## src/rtl/gen_toggle_detect.sv

```systemverilog
// gen_toggle_detect: per-bit toggle-coverage front end for one signal group.
// It samples sig_in on every cycle and detects 0->1 and 1->0 edges on each bit.
// It tracks which bits have seen both edges and keeps a count of covered bits.
// The monitored design is never back-pressured.
//
// Build option TOGGLE_ONESHOT_EN:
//   defined   - valid[i] pulses once, in the cycle after bit i completes.
//   undefined - valid[i] pulses one cycle after every detected edge.
module gen_toggle_detect #(
  parameter int WIDTH = 32,
  parameter int CNT_W = $clog2(WIDTH + 1)
) (
  input  logic             clock,
  input  logic             reset,
  input  logic [WIDTH-1:0] sig_in,
  input  logic             clear,
  output logic [WIDTH-1:0] valid,
  output logic [CNT_W-1:0] covered_cnt,
  output logic             all_covered
);

  logic [WIDTH-1:0] prev_q;
  logic             primed_q;
  logic [WIDTH-1:0] rise_seen_q, rise_seen_d;
  logic [WIDTH-1:0] fall_seen_q, fall_seen_d;
  logic [WIDTH-1:0] done_q, done_d;
  logic [WIDTH-1:0] valid_q, valid_d;
  logic [CNT_W-1:0] cnt_q, cnt_d;
  logic             all_q, all_d;

  logic [WIDTH-1:0] rise, fall, complete;

  // Edge detection is held off until prev holds a real sample, not its reset value.
  always_comb begin
    rise = '0;
    fall = '0;
    if (primed_q) begin
      rise = ~prev_q & sig_in;
      fall = prev_q & ~sig_in;
    end
  end

  // Sticky edge tracking, completion, pulse generation and the covered count.
  always_comb begin
    rise_seen_d = rise_seen_q | rise;
    fall_seen_d = fall_seen_q | fall;
    complete    = (rise_seen_q | rise) & (fall_seen_q | fall) & ~done_q;
    done_d      = done_q | complete;
`ifdef TOGGLE_ONESHOT_EN
    valid_d     = complete;
`else
    valid_d     = rise | fall;
`endif
    cnt_d = '0;
    for (int i = 0; i < WIDTH; i++) begin
      cnt_d = cnt_d + CNT_W'(done_d[i]);
    end
    all_d = (cnt_d == CNT_W'(WIDTH));
    // Clear drops coverage state, including any edges sampled in this cycle.
    if (clear) begin
      rise_seen_d = '0;
      fall_seen_d = '0;
      done_d      = '0;
      valid_d     = '0;
      cnt_d       = '0;
      all_d       = 1'b0;
    end
  end

  // State registers. The sampler keeps running through clear so that an edge
  // in the cycle after clear is detected.
  always_ff @(posedge clock) begin
    if (reset) begin
      prev_q      <= '0;
      primed_q    <= 1'b0;
      rise_seen_q <= '0;
      fall_seen_q <= '0;
      done_q      <= '0;
      valid_q     <= '0;
      cnt_q       <= '0;
      all_q       <= 1'b0;
    end else begin
      prev_q      <= sig_in;
      primed_q    <= 1'b1;
      rise_seen_q <= rise_seen_d;
      fall_seen_q <= fall_seen_d;
      done_q      <= done_d;
      valid_q     <= valid_d;
      cnt_q       <= cnt_d;
      all_q       <= all_d;
    end
  end

  assign valid       = valid_q;
  assign covered_cnt = cnt_q;
  assign all_covered = all_q;

endmodule

```

## config.mk

```make
export PLATFORM = sky130hd
export DESIGN_NAME = gen_toggle_detect
export DESIGN_NICKNAME = d
export VERILOG_FILES = /design/src/rtl/gen_toggle_detect.sv
export SDC_FILE = /design/constraint.sdc
export NUM_CORES = 1
export LEC_CHECK = 0
export ABC_AREA = 1
export ABC_CLOCK_PERIOD_IN_PS = 8800
export BUFFER_PORTS_ARGS = -buffer_cell sky130_fd_sc_hd__buf_2
export CAP_MARGIN = 40
export CORE_MARGIN = 4
export CORE_UTILIZATION = 59
export DETAILED_ROUTE_END_ITERATION = 16
export PLACE_DENSITY = 0.92
export SLEW_MARGIN = 40
export SYNTH_ARGS = -nofsm -noshare
export SYNTH_HDL_FRONTEND = slang
export SYNTH_SLANG_ARGS = --single-unit
```

## constraint.sdc

```tcl
create_clock -name clock -period 8.8 [get_ports clock]
set_input_delay 0.44 -clock clock [delete_from_list [all_inputs] [get_ports clock]]
set_output_delay 0.44 -clock clock [all_outputs]
set_load 0.1 [all_outputs]
```

# Word-level counts from Yosys, hierarchy flattened
# Cells that the tools add are included.
[totals]
ff_bits = 168
latch_bits = 0
ram_bits = 0
romBits = 0
inputBits = 35
word_cells = 55
memories = 0
[classes]
add_sub_neg = 31
mul = 0
div_mod_pow = 0
magnitude_cmp = 0
n_eq_ne = 1
shifts = 0
muxes = 3
bitwise = 11
reduce_logical = 1
[op_table]
columns = ["operator", "count"]
rows = [
  ["6-bit by 1-bit adder with 6-bit output", 26],
  ["32-bit bitwise AND", 4],
  ["32-bit OR", 4],
  ["32-bit inverter", 3],
  ["32-bit two-way mux", 2],
  ["5-bit by 1-bit adder with 6-bit output", 1],
  ["6-bit == test (second input constant)", 1],
  ["4-bit by 1-bit adder with 5-bit output", 1],
  ["3-bit by 1-bit adder with 4-bit output", 1],
  ["2-bit by 1-bit adder with 3-bit output", 1],
  ["1-bit by 1-bit adder with 2-bit output", 1],
  ["2-bit OR reduction", 1],
  ["1-bit two-way mux", 1],
]

# Depth between registers and ports, before layout
[logic_depth]
word_depth = 39
mapped_depth = 24

# Worst setup path after synthesis
# OpenSTA, ideal clock, no wires.
[synth_timing]
path_type = "input to register"
startpoint = "input sig_in[21]"
endpoint = "register all_q, in the netlist all_covered"
setup_time_ns = 0.113
arrival_time_ns = 4.970
required_time_ns = 8.687
slack_ns = 3.717
cell_stages = 24
path_buffers = 0
cell_sequence = "inv_1 > nor2_1 > nand2_1 > nand2_1 > nand2_1 > nand2_1 > fa_1 > inv_1 > fa_1 > inv_1 > fa_1 > fa_1 > inv_1 > fa_1 > fa_1 > inv_1 > ha_1 > fa_1 > nand3_1 > nand3_1 > nand2_1 > nand2_1 > nand3_1 > nor2_1"
[synth_between]
elab_chain_cells = 19
[synth_lines]
columns = ["element", "line", "text"]
rows = [
  ["from (decl)", "15", "input logic [WIDTH-1:0] sig_in,"],
  ["32-bit inverter", "39", "fall = prev_q & ~sig_in;"],
  ["32-bit bitwise AND", "39", ""],
  ["32-bit two-way mux", "37", "if (primed_q) begin"],
  ["32-bit OR", "47", "complete = (rise_seen_q | rise) & (fall_seen_q | fall) & ~done_q;"],
  ["32-bit bitwise AND (*) (2 in a row)", "47", ""],
  ["32-bit OR (*)", "48", "done_d = done_q | complete;"],
  ["6-bit by 1-bit adder with 6-bit output (*) (11 in a row)", "56", "cnt_d = cnt_d + CNT_W'(done_d[i]);"],
  ["6-bit == test (*)", "58", "all_d = (cnt_d == CNT_W'(WIDTH));"],
  ["to (signal assigned)", "90", "all_q <= all_d;"],
  ["to (decl)", "29", "logic all_q, all_d;"],
]
# Mark *: on every way between the ends. The rest lies on a longest branch, timed or not.
# A chain may end at the register's enable or synchronous reset.

# Worst setup path in the final report
[layout_timing]
startpoint = "register primed_q"
endpoint = "register all_q, in the netlist all_covered"
[layout_between]
elab_chain_cells = 37
[layout_lines]
columns = ["element", "line", "text"]
rows = [
  ["from (decl)", "23", "logic primed_q;"],
  ["from (signal assigned)", "75", "primed_q <= 1'b0;"],
  ["from (signal assigned)", "84", "primed_q <= 1'b1;"],
  ["32-bit two-way mux", "37", ""],
  ["32-bit OR", "47", ""],
  ["32-bit bitwise AND (*) (2 in a row)", "47", ""],
  ["32-bit OR (*)", "48", ""],
  ["1-bit by 1-bit adder with 2-bit output", "56", ""],
  ["2-bit by 1-bit adder with 3-bit output", "56", ""],
  ["3-bit by 1-bit adder with 4-bit output", "56", ""],
  ["4-bit by 1-bit adder with 5-bit output", "56", ""],
  ["5-bit by 1-bit adder with 6-bit output", "56", ""],
  ["6-bit by 1-bit adder with 6-bit output (25 in a row)", "56", ""],
  ["6-bit by 1-bit adder with 6-bit output (*)", "56", ""],
  ["6-bit == test (*)", "58", ""],
]
# Marks and branches as above.

==> results.py <==
metrics = {
    "run": {
        "drv_cap": 0,
    },
    "yosys": {
        "synth_warnings": 0,
        "synthDistinctLibCells": 19,
        "seq_area_frac_synth_pct": 48.1,
        "syn_area_sq_um": 6990,
        "synth_nets": 835,
        "synthCells": 769,
        "ys_ff_latch": 168,
        "syn_area_per_cell_sq_um": 9.09,
    },
    "power": {
        "vdd.ir_drop.worst_mv": 0.134,
        "power.density_nw_per_um2": 215,
        "pwr-share-seq_pct": 46.1,
        "clkPwrFrac_pct": 43.2,
        "power.internal_uw": 1270,
        "p_switching_uw": 452,
        "p_comb_share_pct": 10.6,
        "p_total_uw": 1720,
        "leakagePower_uw": 0.00375,
        "swShare_pct": 26.2,
    },
    "critical_path": {
        "criticalPathCategory": "register to register",
        "reg2reg_depth": 23,
        "crit_fanout": 32,
        "crit_end": "all_covered",
        "critical_path_required_ps": 9110,
        "crit_path_end_kind": "register",
        "r2r-start": "primed_q",
        "crit_path_start_kind": "register",
        "reg2reg_setup_slack_ps": 3180,
        "crit_arrival_ps": 5930,
        "crit_start": "primed_q",
        "reg2reg_to": "all_covered",
    },
    "sta": {
        "hold_viol": 0,
        "slew_viol_final": 0,
        "hold_ws_ps": 246,
        "rsz0062_at_grt": "no",
        "layout_min_cycle_time_ps": 5620,
        "setup_viol": 0,
        "fin_crit_sh_pct": 63.9,
        "final.setup_skew_ps": 17.3,
        "worst_slack_ps": 3180,
        "max_freq_mhz": 178,
        "worst_slew_margin_rel_pct": 49.8,
        "tns_ps": 0,
        "tightest_slew_ps": 753,
    },
    "floorplanning": {
        "dieArea_sq_um": 13700,
        "rows": 39,
        "ios": 74,
        "start_util_pct": 60.7,
        "core-area_sq_um": 11500,
        "die_y_um": 117,
        "chipWidth_um": 117,
    },
    "place": {
        "gp_congestion": 0.765,
        "pre_cts_ws_ps": 3210,
        "place_area_sq_um": 7360,
        "dp_hpwl_um": 8630,
        "portBuffers": 73,
    },
    "global_routing": {
        "grtUsageTotal_pct": 20.5,
        "grt_overflow": 0,
        "grt_antenna_before_repair": 0,
        "grt_max_degree": 74,
        "first_global_vias": 4873,
        "grt_pass1_wl_um": 21900,
    },
    "layout": {
        "mostFrequentLayoutCells": "167 x dfxtp_1, 147 x inv_1, 139 x nand2_1",
        "nFillCells": 843,
        "area_delta_synth_final_pct": 14.3,
        "finish.instance_area_sq_um": 7990,
        "diodes": 0,
        "nNetsFinal": 906,
        "final_common_cell": "dfxtp_1",
        "drive_gt1_share_pct": 24.6,
    },
    "clock_network": {
        "postCtsSetupBuffers": 0,
        "cts_tree": "yes",
        "insertion_delay_ps": 430,
        "path_clk_slew_ps": 70,
        "holdBufCountCts": 0,
        "cts_made_buffers": 17,
        "cts_buffer_depth": 2,
        "htree_levels": 4,
        "root_buffer": "clkbuf_16",
        "cts_resized": 0,
        "cts_sinks": 168,
    },
    "route": {
        "drc": 0,
        "drtIter0Drc": 287,
        "vias": 4887,
        "vias_per_cell": 4.91,
        "wl_um": 12900,
        "wl_per_cell_um": 12.9,
        "ant_nets": 0,
        "first_pass_iters": 4,
    },
    "status": {
        "status": "finished, final reports clean",
    },
    "hold_path": {
        "min_path_type": "input port to register",
    },
}
==> flip-flops by register name, summed over array words and instances, names as in the netlist <==
register and flops:
all_covered 1, covered_cnt 6, done_q 32, fall_seen_q 32
prev_q 32, primed_q 1, rise_seen_q 32, valid 32
==> worst min path at each step <==
stage	start	to	cells past startpoint
floorplan	done_q[0]	done_q[0]	2
global placement	done_q[2]	done_q[2]	2
detailed placement	fall_seen_q[2]	fall_seen_q[2]	2
CTS	sig_in[22]	prev_q[22]	3
global route	sig_in[7]	prev_q[7]	3
finish	sig_in[6]	prev_q[6]	3
==> layer usage <==
layer | track usage (%) | wire, um
met1 | 25.7 | 5520
met2 | 33.5 | 6380
met3 | 5.96 | 627
met4 | 7.87 | 329
met5 | 0 | 0
==> cells by family (layout without fill, tap and decap cells) <==
logic type               Yosys count  after routing  share of synthesized area [%]
buffers and inverters            173            257                           11.3
adder cells (fa/ha/maj)           31             31                           8.12
flip-flops                       168            168                           48.1
AND/OR/NAND/NOR                  267            267                           19.3
XOR/XNOR                           1              1                          0.125
AO/OA/AOI/OAI                    129            129                           13.0
==> metrics by stage <==
step	util [%]	std cells
2_1_floorplan	-	769
3_3_place_gp	63.5	961
3_5_place_dp	64.0	963
4_1_cts	69.1	995
5_1_grt	69.4	996
6_report	69.4	996
==> cell usage after synthesis <==
library cell	count	share of area, %
ha_1	7	1.3
dfxtp_1	168	48
nor2_1	87	4.7
nand4_1	1	0.090
buf_2	7	0.50
a21oi_1	58	4.2
xor2_1	1	0.13
fa_1	24	6.9
a21oi_2	71	8.9
nand3_4	20	5.0
nor2_4	1	0.16
buf_12	2	0.57
buf_6	13	2.1
nand3_1	11	0.79
inv_2	1	0.054
buf_1	3	0.16
nand2_1	139	7.5
nand3_2	8	1.1
inv_1	147	7.9
==> worst max-delay path, cell delays in order (launching register included) <==
cell and delay (ps):
dfxtp_4 570, buf_12 270, nand3_1 180, nand2_1 110
a21oi_2 70, fa_1 530, inv_1 50, fa_1 470
inv_1 60, fa_1 510, inv_1 50, fa_1 470
inv_1 50, fa_1 450, fa_1 490, inv_1 40
ha_1 240, fa_1 460, nand3_1 120, nand3_1 80
nand2_1 60, nand2_1 60, nand3_1 70, nor2_1 40
==> power groups by stage <==
stage,clock [uW],sequential (uW),combinational [uW]
2_1_floorplan,0,852,109
3_3_place_gp,0,815,168
3_5_place_dp,0,811,181
4_1_cts,752,795,183
5_1_grt,790,796,202
6_report,744,795,183
==> cell type report <==
cell class              instances  area, sq um  area share [%]
clock inverters                12          141            1.77
flip-flops and latches        168         3370            42.1
inverters                     148          561            7.01
well taps                     143          179            2.24
clock buffers                  20          457            5.71
repair buffers                 77          448            5.60
multi-input cells             428         2840            35.5
(Power assumes the default switching activity.)
